===== src/rtl/i2c_pkg.sv =====
// i2c_pkg: state encoding and line-level constants shared by the I2C target
package i2c_pkg;
    typedef enum logic [3:0] {
        ST_IDLE,
        ST_ADDR,
        ST_ADDR_ACK,
        ST_PTR,
        ST_PTR_ACK,
        ST_WDATA,
        ST_WDATA_ACK,
        ST_RDATA,
        ST_RDATA_ACK,
        ST_IGNORE
    } i2c_state_t;
    localparam int   RW_BIT = 0;
    localparam logic ACK    = 1'b0;
    localparam logic NACK   = 1'b1;
endpackage


===== src/rtl/i2c_line_cond.sv =====
// i2c_line_cond: SCL/SDA synchronizers, optional majority filter (I2C_TARGET_GLITCH_FILTER_EN), line events
module i2c_line_cond
    import i2c_pkg::*;
(
    input  logic clk_i,
    input  logic rst_i,
    input  logic scl_i,
    input  logic sda_i,
    output logic sda_lvl_o,
    output logic start_o,
    output logic stop_o,
    output logic scl_rise_o,
    output logic scl_fall_o
);
    logic [1:0] scl_sync_q, sda_sync_q;
    logic       scl_c, sda_c, scl_prev_q, sda_prev_q;
    // two-flop synchronizers, reset to the idle-high bus level so no event fires out of reset
    always_ff @(posedge clk_i or posedge rst_i) begin
        if (rst_i) begin
            scl_sync_q <= 2'b11;
            sda_sync_q <= 2'b11;
        end else begin
            scl_sync_q <= {scl_sync_q[0], scl_i};
            sda_sync_q <= {sda_sync_q[0], sda_i};
        end
    end
`ifdef I2C_TARGET_GLITCH_FILTER_EN
    logic [1:0] scl_hist_q, sda_hist_q;
    logic       scl_maj_q, sda_maj_q;
    // majority vote over three consecutive samples rejects single-clock pulses
    always_ff @(posedge clk_i or posedge rst_i) begin
        if (rst_i) begin
            scl_hist_q <= 2'b11;
            sda_hist_q <= 2'b11;
            scl_maj_q  <= 1'b1;
            sda_maj_q  <= 1'b1;
        end else begin
            scl_hist_q <= {scl_hist_q[0], scl_sync_q[1]};
            sda_hist_q <= {sda_hist_q[0], sda_sync_q[1]};
            scl_maj_q  <= (scl_sync_q[1] & scl_hist_q[0]) | (scl_sync_q[1] & scl_hist_q[1]) | (scl_hist_q[0] & scl_hist_q[1]);
            sda_maj_q  <= (sda_sync_q[1] & sda_hist_q[0]) | (sda_sync_q[1] & sda_hist_q[1]) | (sda_hist_q[0] & sda_hist_q[1]);
        end
    end
    assign scl_c = scl_maj_q;
    assign sda_c = sda_maj_q;
`else
    assign scl_c = scl_sync_q[1];
    assign sda_c = sda_sync_q[1];
`endif
    // previous conditioned levels for edge detection
    always_ff @(posedge clk_i or posedge rst_i) begin
        if (rst_i) begin
            scl_prev_q <= 1'b1;
            sda_prev_q <= 1'b1;
        end else begin
            scl_prev_q <= scl_c;
            sda_prev_q <= sda_c;
        end
    end
    assign sda_lvl_o  = sda_c;
    assign scl_rise_o = scl_c & ~scl_prev_q;
    assign scl_fall_o = ~scl_c & scl_prev_q;
    assign start_o    = scl_c & scl_prev_q & ~sda_c & sda_prev_q;
    assign stop_o     = scl_c & scl_prev_q & sda_c & ~sda_prev_q;
endmodule


===== src/rtl/i2c_target.sv =====
// i2c_target: I2C target with a byte register file shared with a Wishbone-style bus port (filter: I2C_TARGET_GLITCH_FILTER_EN)
module i2c_target
    import i2c_pkg::*;
#(
    parameter logic [6:0] ADDR  = 7'h1A,
    parameter int         NREGS = 16,
    localparam int        AW    = $clog2(NREGS)
) (
    input  logic          clk_i,
    input  logic          rst_i,
    input  logic          scl_i,
    input  logic          sda_i,
    output logic          sda_o,
    input  logic [AW-1:0] adr_i,
    input  logic [7:0]    dat_i,
    output logic [7:0]    dat_o,
    input  logic          we_i,
    input  logic          stb_i,
    input  logic          cyc_i,
    output logic          ack_o,
    output logic          busy,
    output logic          wr_strobe
);
    i2c_state_t    state_q, state_d;
    logic [3:0]    bit_q, bit_d;
    logic [7:0]    shift_q, shift_d;
    logic [AW-1:0] ptr_q, ptr_d;
    logic          sda_q, sda_d;
    logic          commit, wr_strobe_q, ack_q, req;
    logic [7:0]    dat_q;
    logic [7:0]    regs_q [NREGS];
    logic          sda_lvl, start, stop, rise, fall;

    i2c_line_cond u_cond (
        .clk_i      (clk_i),
        .rst_i      (rst_i),
        .scl_i      (scl_i),
        .sda_i      (sda_i),
        .sda_lvl_o  (sda_lvl),
        .start_o    (start),
        .stop_o     (stop),
        .scl_rise_o (rise),
        .scl_fall_o (fall)
    );

    // protocol state register; reset releases SDA and drops any partial byte
    always_ff @(posedge clk_i or posedge rst_i) begin
        if (rst_i) begin
            state_q <= ST_IDLE;
            bit_q   <= '0;
            shift_q <= '0;
            ptr_q   <= '0;
            sda_q   <= NACK;
        end else begin
            state_q <= state_d;
            bit_q   <= bit_d;
            shift_q <= shift_d;
            ptr_q   <= ptr_d;
            sda_q   <= sda_d;
        end
    end

    // bits shift in on SCL rise; SDA and state advance on SCL fall
    always_comb begin
        state_d = state_q;
        bit_d   = bit_q;
        shift_d = shift_q;
        ptr_d   = ptr_q;
        sda_d   = sda_q;
        commit  = 1'b0;
        if (start) begin
            state_d = ST_ADDR;
            bit_d   = '0;
            sda_d   = NACK;
        end else if (stop) begin
            state_d = ST_IDLE;
            sda_d   = NACK;
        end else if (rise) begin
            if (state_q inside {ST_ADDR, ST_PTR, ST_WDATA}) begin
                shift_d = {shift_q[6:0], sda_lvl};
                bit_d   = bit_q + 4'd1;
            end else if (state_q == ST_RDATA) begin
                bit_d = bit_q + 4'd1;
            end else if (state_q == ST_RDATA_ACK && sda_lvl == NACK) begin
                state_d = ST_IGNORE;
            end
        end else if (fall) begin
            case (state_q)
                ST_ADDR: if (bit_q == 4'd8) begin
                    state_d = (shift_q[7:1] == ADDR) ? ST_ADDR_ACK : ST_IGNORE;
                    sda_d   = (shift_q[7:1] == ADDR) ? ACK : NACK;
                end
                ST_ADDR_ACK: begin
                    bit_d   = '0;
                    state_d = shift_q[RW_BIT] ? ST_RDATA : ST_PTR;
                    shift_d = shift_q[RW_BIT] ? regs_q[ptr_q] : shift_q;
                    sda_d   = shift_q[RW_BIT] ? regs_q[ptr_q][7] : NACK;
                end
                ST_PTR: if (bit_q == 4'd8) begin
                    ptr_d   = shift_q[AW-1:0];
                    state_d = ST_PTR_ACK;
                    sda_d   = ACK;
                end
                ST_PTR_ACK, ST_WDATA_ACK: begin
                    state_d = ST_WDATA;
                    bit_d   = '0;
                    sda_d   = NACK;
                end
                ST_WDATA: if (bit_q == 4'd8) begin
                    commit  = 1'b1;
                    ptr_d   = ptr_q + AW'(1);
                    state_d = ST_WDATA_ACK;
                    sda_d   = ACK;
                end
                ST_RDATA: if (bit_q == 4'd8) begin
                    ptr_d   = ptr_q + AW'(1);
                    state_d = ST_RDATA_ACK;
                    sda_d   = NACK;
                end else begin
                    shift_d = {shift_q[6:0], 1'b0};
                    sda_d   = shift_q[6];
                end
                ST_RDATA_ACK: begin
                    bit_d   = '0;
                    state_d = ST_RDATA;
                    shift_d = regs_q[ptr_q];
                    sda_d   = regs_q[ptr_q][7];
                end
                default: ;
            endcase
        end
    end

    assign req = stb_i & cyc_i & ~ack_q;

    // register file and bus port; the I2C commit is written last so it wins a same-register collision
    always_ff @(posedge clk_i or posedge rst_i) begin
        if (rst_i) begin
            for (int i = 0; i < NREGS; i++) regs_q[i] <= '0;
            ack_q       <= 1'b0;
            dat_q       <= '0;
            wr_strobe_q <= 1'b0;
        end else begin
            ack_q       <= req;
            wr_strobe_q <= commit;
            if (req) dat_q <= regs_q[adr_i];
            if (req && we_i) regs_q[adr_i] <= dat_i;
            if (commit) regs_q[ptr_q] <= shift_q;
        end
    end

    assign sda_o     = sda_q;
    assign ack_o     = ack_q;
    assign dat_o     = dat_q;
    assign wr_strobe = wr_strobe_q;
    assign busy      = (state_q != ST_IDLE) && (state_q != ST_IGNORE);
endmodule


===== config.mk =====
export PLATFORM = sky130hd
export DESIGN_NAME = i2c_target
export DESIGN_NICKNAME = d
export VERILOG_FILES = /design/src/rtl/i2c_pkg.sv /design/src/rtl/i2c_line_cond.sv /design/src/rtl/i2c_target.sv
export SDC_FILE = /design/constraint.sdc
export NUM_CORES = 1
export LEC_CHECK = 0
export BUFFER_PORTS_ARGS = -buffer_cell sky130_fd_sc_hd__buf_4
export CAP_MARGIN = 20
export CORE_ASPECT_RATIO = 1.25
export CORE_MARGIN = 1.5
export CORE_UTILIZATION = 27
export DETAILED_ROUTE_END_ITERATION = 10
export PLACE_DENSITY = 0.41
export SYNTH_ARGS = -nofsm -noshare
export SYNTH_HDL_FRONTEND = slang
export SYNTH_SLANG_ARGS = --single-unit

===== constraint.sdc =====
create_clock -name clk_i -period 15.53 [get_ports clk_i]
set_input_delay 3.106 -clock clk_i [delete_from_list [all_inputs] [get_ports clk_i]]
set_output_delay 3.106 -clock clk_i [all_outputs]
set_load 0.02 [all_outputs]

==> out/metrics.csv, run 1 <==
stage,metric,value,unit
cells_and_area,num_antenna_cells,0,
yosys,synth_cell_type_count,67,
placement,placed_cells,1446,
sta,rsz0062_at_grt,no,
yosys,ys_seq_area_frac,0.399,
sta,drv_slew,0,
setup_path,worstPathRequired,15.84,ns
drt,vias,7761,
cells_and_area,instances_no_fill,1480,
cells_and_area,multi_input_area,0.00579,mm^2
floorplanning,initial_core_util,0.272,
cells_and_area,seq_area,0.00414,mm^2
cells_and_area,fin_area,0.0115,mm^2
placement,gp_congestion,0.774,
placement,io_buffers,30,
yosys,synthesis.nets,1027,
cells_and_area,drive_gt1_frac,0.157,
min_path,hp-class,reg2reg,
placement,dpl-instance-area,0.0109,mm^2
clocking,clockRootBuffer,clkbuf_16,
grt,overflow,0,
yosys,yosys-top-cells-area,"dfrtp_1, mux2i_1, mux4_2",
setup_path,reg2reg_to,regs_q[47]$_DFF_PP0_,
drt,ant_nets,0,
clocking,clkSinkCount,165,
yosys,ys_ff_latch,165,
sta,fin_tns_setup,0,ns
sta,period_needed,4.94,ns
clocking,cts_buffer_depth,2,
placement,dpl.hpwl,23000,um
sta,skew,0.0124,ns
yosys,yosys.area.top_type,dfrtp_1,
setup_path,critPathMaxFanout,36,
drt,viasPerCell,5.24,
setup_path,rrSetupSlack,12.14,ns
power_and_ir_drop,p_per_area,122,mW/mm^2
yosys,ys.flop_type,dfrtp_1,
drt,drc,0,
setup_path,crit_path_end_kind,register,
sta,fin_crit_sh,0.318,
run_status,status,"finished, final reports clean",
power_and_ir_drop,peakVddDrop,0.0674,mV
yosys,synthArstFlopShare,1.00,
clocking,clock_latency,0.46,ns
setup_path,crit_path_end,regs_q[0]$_DFF_PP0_,
cells_and_area,syn2layout_area_growth,11.2,%
grt,grt_pass1_wl,52300,um
grt,grt_max_degree,97,
clocking,post_cts_resized,0,
setup_path,criticalPathCategory,in2reg,
drt,wl_per_cell,23.3,um
flow_run,drv_cap,0,
sta,setup_viol,0,
yosys,netlist.area_leader.share,0.382,
cells_and_area,nets,1003,
floorplanning,core,0.0380,mm^2
sta,fmax,203,MHz
yosys,syn_area_per_cell,10.4,um^2
yosys,synth_most_common_cell,mux2i_1,
sta,relSlewSlack,0.305,
yosys,synth_common_cells,"mux2i_1, dfrtp_1, nor2_1, a21oi_1, clkbuf_1",
sta,hold_viol_final,0,
power_and_ir_drop,p_leak,0.00449,uW
drt,drtIter0Drc,589,
setup_path,reg2reg_depth,7,
clocking,cts_tree,yes,
clocking,cts_hold_buf,0,
yosys,syn_inst,999,
setup_path,critPathArrivalTime,5.24,ns
floorplanning,io-pin-count,31,
yosys,syn_area,0.0104,mm^2
clocking,ctsHtreeMaxLevel,4,
setup_path,startpoint,adr_i[0],
cells_and_area,n_fill_cell,3956,
drt,totalWireLength,34500,um
clocking,cts_buffers,17,
grt,grt_usage,0.182,
grt,antenna_found_initial,0,
setup_path,cp-start-kind,primary input,
grt,first_global_vias,7747,
sta,worstMarginPinSlew,1.03,ns
clocking,clkSlewWorstSetupHoldPaths,0.07,ns
yosys,synth_edf_count,0,
setup_path,r2r-start,u_cond.scl_prev_q$_DFF_PP1_,
clocking,cts_setup_buffers,0,
floorplanning,rows,80,
drt,first_pass_iters,5,
yosys,synth_warnings,0,
floorplanning,dieArea,0.0396,mm^2
floorplanning,die_w,178,um
floorplanning,dieHeight,222,um
-- cells in the final DEF, fill, tap and decap left out, types with 7 or more instances in the layout --
| cell type | n |
|---|---|
| dfrtp_1 | 157 |
| nand4_1 | 10 |
| a21oi_1 | 137 |
| mux4_2 | 40 |
| mux2i_1 | 183 |
| ha_1 | 9 |
| inv_1 | 13 |
| clkbuf_16 | 17 |
| dfstp_2 | 7 |
| nor2_1 | 149 |
| a221o_1 | 8 |
| o21ai_0 | 9 |
| nor2b_1 | 10 |
| nand3_1 | 33 |
| nand2_1 | 20 |
| mux2_2 | 15 |
| nor3_1 | 12 |
| buf_4 | 37 |
| a22oi_1 | 25 |
-- stage by stage --
stage                     setup WS, ns   util  total power [uW]  hold WS [ns]
after detailed placement         10.08  0.286               968         0.348
final                            10.59  0.303              1410         0.352
after global routing             10.40  0.303              1490         0.356
after floorplan                   7.97      -               833         0.345
after CTS                        10.56  0.302              1430         0.354
after global placement           10.07  0.286               968         0.346
-- state kept, by name, summed over array words and instances, names as in the netlist --
register,count
regs_q,128
dat_o,8
shift_q,8
bit_q,4
ptr_q,4
state_q,4
u_cond.scl_sync_q,2
u_cond.sda_sync_q,2
ack_o,1
sda_o,1
u_cond.scl_prev_q,1
u_cond.sda_prev_q,1
wr_strobe,1
-- report_power, final --
group	internal [uW]	switching [uW]	leakage (uW)
Sequential	493	99.4	0.00167
Combinational	155	209	0.00252
Clock	255	200	0.000295
-- cell type report --
class | instances | share of cell area
clock buffers | 18 | 0.0372
clock inverters | 14 | 0.0154
inverters | 14 | 0.00499
multi-input cells | 737 | 0.503
flip-flops and latches | 165 | 0.359
well taps | 492 | 0.0534
repair buffers | 40 | 0.0270
-- worst max-delay path, cell delays in order --
cell and delay [ns]:
buf_4 0.58, nand2_1 0.38, nor3_2 0.78, mux2i_1 0.28, a21oi_1 0.08
-- kinds of logic (layout without fill, tap and decap cells) --
group	after synthesis	after routing	share of synthesized area
AND/OR/NAND/NOR	273	273	0.130
multiplexers	242	242	0.290
AO/OA/AOI/OAI	209	209	0.125
flip-flops	165	165	0.399
buffers and inverters	97	86	0.0423
adder cells (fa/ha/maj)	9	9	0.0109
XOR/XNOR	4	4	0.00338
-- worst min path at each step --
stage | startpoint | to | slack (ns) | cells past startpoint
6_report | u_cond.sda_sync_q[0]$_DFF_PP1_ | u_cond.sda_sync_q[1]$_DFF_PP1_ | 0.35 | 0
5_1_grt | u_cond.sda_sync_q[0]$_DFF_PP1_ | u_cond.sda_sync_q[1]$_DFF_PP1_ | 0.36 | 0
4_1_cts | u_cond.sda_sync_q[0]$_DFF_PP1_ | u_cond.sda_sync_q[1]$_DFF_PP1_ | 0.35 | 0
3_5_place_dp | u_cond.scl_sync_q[0]$_DFF_PP1_ | u_cond.scl_sync_q[1]$_DFF_PP1_ | 0.35 | 0
3_3_place_gp | u_cond.scl_sync_q[0]$_DFF_PP1_ | u_cond.scl_sync_q[1]$_DFF_PP1_ | 0.35 | 0
2_1_floorplan | u_cond.scl_sync_q[0]$_DFF_PP1_ | u_cond.scl_sync_q[1]$_DFF_PP1_ | 0.35 | 0
-- per-layer routing --
layer  part of all wire  wire [um]  vias to the layer above  track usage
met1               0.44      15200                     3917        0.244
li1                   -          -                     3639            -
met2               0.51      17500                      174        0.302
met5                  0          0                        -            0
met4              0.017        590                        0       0.0565
met3              0.035       1210                       31       0.0269
Power figures use the tool's default switching activity.
==> inputs of run 2 (changes only) <==
Settings changed: PLACE_DENSITY 0.41 to 0.42.
Clock period 15.53 ns to 4.5 ns, I/O delays scaled along.
==> run 2 against run 1 <==
Compared with the run above: sequential share of layout area down 0.42 points; non-clock buffer count increased by 12; flip-flop and latch count unchanged; wire length grew 2.3%; core utilization is 0.36 points higher; register-to-register slack lost 11 ns; cell count up 0.95%; die area stayed put; clock skew down 0.0012 ns; largest power group unchanged; worst setup slack got worse by 9.4 ns; count of clock-buffer cells in the layout is 1 higher; power grew to 3.5 times the previous value.
==> out/metrics.csv, run 2 (synthesized netlist as in run 1, its figures left out) <==
stage,metric,value,unit
placement,gp_congestion,0.785,
sta,hold_viol_final,0,
drt,vias,7708,
placement,io_buffers,30,
grt,grt_pass1_wl,53700,um
power_and_ir_drop,peakVddDrop,0.224,mV
sta,rsz0062_at_grt,no,
clocking,clkSlewWorstSetupHoldPaths,0.07,ns
drt,first_pass_iters,5,
setup_path,cp-start-kind,register,
cells_and_area,syn2layout_area_growth,12.5,%
min_path,hold_depth,0,
run_status,status,"finished, final reports clean",
floorplanning,core,0.0380,mm^2
setup_path,crit_chain,inv_1 -> ha_1 -> and4bb_2 -> o2111a_1 -> nand3_1 -> nor2_1 -> a21oi_1,
floorplanning,rows,80,
setup_path,reg2reg_depth,7,
floorplanning,dieHeight,222,um
placement,place_ws,1.21,ns
placement,dpl.hpwl,23500,um
clocking,clock_latency,0.45,ns
drt,drc,0,
drt,wl_per_cell,23.6,um
clocking,cts_setup_buffers,0,
floorplanning,dieArea,0.0396,mm^2
setup_path,rrSetupSlack,1.22,ns
floorplanning,die_w,178,um
drt,viasPerCell,5.16,
setup_path,criticalPathCategory,reg2reg,
grt,grt_usage,0.186,
setup_path,critPathMaxFanout,17,
sta,worst_slack,1.22,ns
cells_and_area,largest_reg_flops,128,
grt,overflow,0,
cells_and_area,final_common_cell,mux2i_1,
clocking,clockRootBuffer,clkbuf_16,
grt,grt_max_degree,159,
sta,worstMarginPinSlew,1.21,ns
drt,totalWireLength,35300,um
sta,setup_viol,0,
flow_run,drv_cap,0,
clocking,ctsHtreeMaxLevel,4,
sta,skew,0.0112,ns
grt,antenna_found_initial,2,
setup_path,slowest_delay,0.74,ns
sta,fin_tns_setup,0,ns
setup_path,crit_path_end_kind,register,
sta,drv_slew,0,
setup_path,critPathArrivalTime,3.57,ns
power_and_ir_drop,p_per_area,425,mW/mm^2
clocking,clkSinkCount,165,
cells_and_area,largest_register,regs_q,
grt,first_global_vias,7834,
sta,relSlewSlack,0.193,
clocking,cts_buffers,17,
setup_path,cp_slowest_cell,nand3_1,
drt,ant_nets,0,
setup_path,cp_num_buf_inv,1,
clocking,cts_buffer_depth,2,
floorplanning,io-pin-count,31,
setup_path,cp.depth,7,
floorplanning,initial_core_util,0.272,
power_and_ir_drop,p_leak,0.00455,uW
setup_path,critPathTopFamily,simple AND/OR/NAND/NOR gates,
cells_and_area,drive_gt1_frac,0.168,
sta,fin_crit_sh,0.728,
cells_and_area,instances_no_fill,1494,
clocking,cts_tree,yes,
min_path,hp-class,reg2reg,
sta,fmax,305,MHz
clocking,cts_hold_buf,0,
cells_and_area,layout_common_cells,"mux2i_1, dfrtp_1, nor2_1, a21oi_1, buf_4",
drt,drtIter0Drc,641,
setup_path,worstPathRequired,4.80,ns
sta,period_needed,3.28,ns
cells_and_area,nets,1015,
placement,placed_cells,1460,
clocking,post_cts_resized,0,
## run 2: layout make-up
class,instances,area (um^2)
inverters,14,56.3
clock buffers,19,453
repair buffers,52,403
flip-flops and latches,165,4140
well taps,492,616
multi-input cells,737,5790
clock inverters,13,195
fillers,3961,26400
diodes,2,5.00
## run 2: stage by stage
step                utilization  cell area [um^2]  hold slack, ns  power [uW]
floorplan                     -             10400           0.345        2870
global placement          0.289             11000           0.351        3350
detailed placement        0.289             11000           0.352        3350
CTS                       0.306             11700           0.358        5020
global route              0.307             11700           0.366        5200
finish                    0.307             11700           0.362        4960
## run 2: metal layers
metal	GRT usage	share of wire	up-vias
met1	0.240	0.44	3882
met4	0.0575	0.021	0
li1	-	-	3652
met2	0.319	0.51	141
met5	0	0	-
met3	0.0274	0.030	33
## run 2: final timing paths
path,from,to
max,u_cond.scl_prev_q$_DFF_PP1_,regs_q[70]$_DFF_PP0_
min,u_cond.sda_sync_q[0]$_DFF_PP1_,u_cond.sda_sync_q[1]$_DFF_PP1_
max reg2reg,u_cond.scl_prev_q$_DFF_PP1_,regs_q[70]$_DFF_PP0_
min reg2reg,u_cond.sda_sync_q[0]$_DFF_PP1_,u_cond.sda_sync_q[1]$_DFF_PP1_
max in group asynchronous,rst_i,regs_q[60]$_DFF_PP0_
min in group asynchronous,rst_i,bit_q[2]$_DFFE_PP0P_
## run 2: power breakdown
part | switching [uW] | internal (uW)
clock network | 686 | 966
registers | 322 | 1700
logic | 742 | 541
## run 2: worst reg2reg max path, delay by kind of cell (launching register included)
family          cells  cell delay, ns
simple gates        3            1.45
compound gates      2            0.72
flops               1            0.55
fa+ha+maj           1            0.36
buf+inv             1            0.04
==> inputs of run 3 (changes only) <==
Settings changed: PLACE_DENSITY 0.42 to 0.41.
Clock period 4.5 ns to 3.26 ns, I/O delays scaled along.
==> run 3 against run 2 <==
Compared with the run above: clock power rose by 43%; sequential power increased by 33%; count of clock-buffer cells in the layout down 2; power increased by 40%; wire length grew 1.2%; cell count grew 2.2%; hold slack got worse by 0.064 ns; critical path depth up 1; via count grew 1.2%; non-clock buffer count increased by 34; die area stayed put; clock skew is 0.0022 ns higher; critical path type unchanged.
==> out/metrics.csv, run 3 (synthesized netlist as in run 1, its figures left out) <==
stage,metric,value,unit
run_status,status,"finished, final reports clean",
drt,ant_nets,0,
clocking,clock_latency,0.46,ns
sta,period_needed,2.58,ns
setup_path,cp-start-kind,register,
cells_and_area,largest_register,regs_q,
cells_and_area,fin_area,0.0119,mm^2
clocking,post_cts_resized,0,
placement,io_buffers,30,
clocking,cts_buffer_depth,2,
cells_and_area,largest_reg_flops,128,
clocking,clkSinkCount,165,
drt,drtIter0Drc,497,
grt,first_global_vias,8071,
clocking,clkSlewWorstSetupHoldPaths,0.08,ns
cells_and_area,n_fill_cell,3939,
drt,totalWireLength,35700,um
sta,hold-worst-slack,0.299,ns
cells_and_area,final_common_cell,mux2i_1,
placement,dpl-instance-area,0.0113,mm^2
cells_and_area,syn2layout_area_growth,15.2,%
grt,grt_pass1_wl,54700,um
drt,first_pass_iters,5,
sta,setup_viol,0,
cells_and_area,nets,1049,
floorplanning,io-pin-count,31,
floorplanning,dieHeight,222,um
clocking,ctsHtreeMaxLevel,4,
min_path,min_to,u_cond.scl_sync_q[0]$_DFF_PP1_,
grt,met2_usage,0.343,
setup_path,critPathArrivalTime,2.90,ns
placement,dpl.hpwl,25000,um
min_path,hp-start,scl_i,
drt,drc,0,
sta,drv_slew,0,
floorplanning,die_w,178,um
min_path,hp-class,in2reg,
clocking,cts_hold_buf,0,
drt,wl_per_cell,23.4,um
flow_run,drv_cap,0,
sta,fin_crit_sh,0.790,
drt,vias,7801,
sta,fmax,388,MHz
clocking,cts_setup_buffers,0,
floorplanning,rows,80,
setup_path,r2r-start,u_cond.scl_prev_q$_DFF_PP1_,
cells_and_area,drive_gt1_frac,0.195,
setup_path,rrSetupSlack,0.68,ns
grt,use_met1,0.231,
setup_path,reg2reg_to,regs_q[13]$_DFF_PP0_,
grt,overflow,0,
sta,hold_viol_final,0,
setup_path,critPathMaxFanout,17,
power_and_ir_drop,peakVddDrop,0.296,mV
setup_path,crit_path_end_kind,register,
setup_path,worstPathRequired,3.59,ns
setup_path,criticalPathCategory,reg2reg,
placement,gp_congestion,0.799,
cells_and_area,seq_area,0.00414,mm^2
cells_and_area,multi_input_area,0.00579,mm^2
grt,grt_max_degree,44,
floorplanning,core,0.0380,mm^2
sta,rsz0062_at_grt,no,
min_path,hold_depth,1,
grt,busiest_layer,met2,
sta,skew,0.0134,ns
power_and_ir_drop,p_per_area,583,mW/mm^2
cells_and_area,layout_common_cells,"mux2i_1, dfrtp_1, nor2_1, a21oi_1, buf_4",
grt,antenna_found_initial,1,
clocking,cts_tree,yes,
setup_path,reg2reg_depth,8,
clocking,cts_buffers,17,
grt,use_met3,0.0225,
sta,relSlewSlack,0.256,
power_and_ir_drop,p_leak,0.00472,uW
floorplanning,initial_core_util,0.272,
sta,worstMarginPinSlew,1.11,ns
cells_and_area,fin_util,0.314,
drt,viasPerCell,5.11,
floorplanning,dieArea,0.0396,mm^2
grt,grt_usage,0.189,
clocking,clockRootBuffer,clkbuf_16,
sta,fin_tns_setup,0,ns
==> run 3: changes by cell type in the layout (fill, tap and decap cells not counted) <==
cell / change
diode_2: -1
buf_12: +1
clkbuf_8: -2
inv_8: +2
clkinvlp_4: -1
inv_6: +3
bufinv_16: +1
buf_4: +33
clkinv_4: -3
==> run 3: per-stage QoR <==
step | setup slack [ns] | power (uW) | instances
2_1_floorplan | 0.515 | 3970 | 999
3_3_place_gp | 0.567 | 4650 | 1494
3_5_place_dp | 0.546 | 4660 | 1494
4_1_cts | 0.666 | 7050 | 1526
5_1_grt | 0.512 | 7330 | 1527
6_report | 0.684 | 6960 | 1527
==> run 3: worst max-delay path by stage <==
stage                                      from                   end  slack (ns)
floorplan                                 rst_i       ack_o$_DFF_PP0_        0.51
global placement                       adr_i[0]  dat_o[2]$_DFFE_PP0P_        0.57
detailed placement                     adr_i[0]  dat_o[2]$_DFFE_PP0P_        0.55
CTS                 u_cond.scl_prev_q$_DFF_PP1_  regs_q[13]$_DFF_PP0_        0.67
global route        u_cond.scl_prev_q$_DFF_PP1_  regs_q[42]$_DFF_PP0_        0.51
finish              u_cond.scl_prev_q$_DFF_PP1_  regs_q[13]$_DFF_PP0_        0.68
==> run 3: final cells by class <==
class                      count  share of cell area
timing repair buffer          86              0.0562
clock buffer                  17              0.0356
tap                          492              0.0515
clock inverter                15              0.0201
multi-input combinational    737               0.485
sequential                   165               0.347
inverter                      14             0.00471
antenna                        1            0.000210
==> run 3: per-layer routing <==
layer,share of wire,up-vias
met5,0,-
met4,0.016,0
met3,0.018,30
met2,0.54,97
met1,0.42,3951
li1,-,3723
==> run 3: critical path: stages (launching register included) <==
cell and delay [ns]:
dfstp_2 0.55, inv_1 0.04, ha_1 0.20, and4bb_2 0.37, o2111a_1 0.68, nand3_1 0.20
buf_4 0.25, nor2_1 0.10, a21oi_1 0.05
==> run 3: report_power, final <==
group | switching (uW) | internal, uW
Clock | 980 | 1380
Combinational | 1120 | 788
Sequential | 342 | 2350
Total | 2440 | 4520
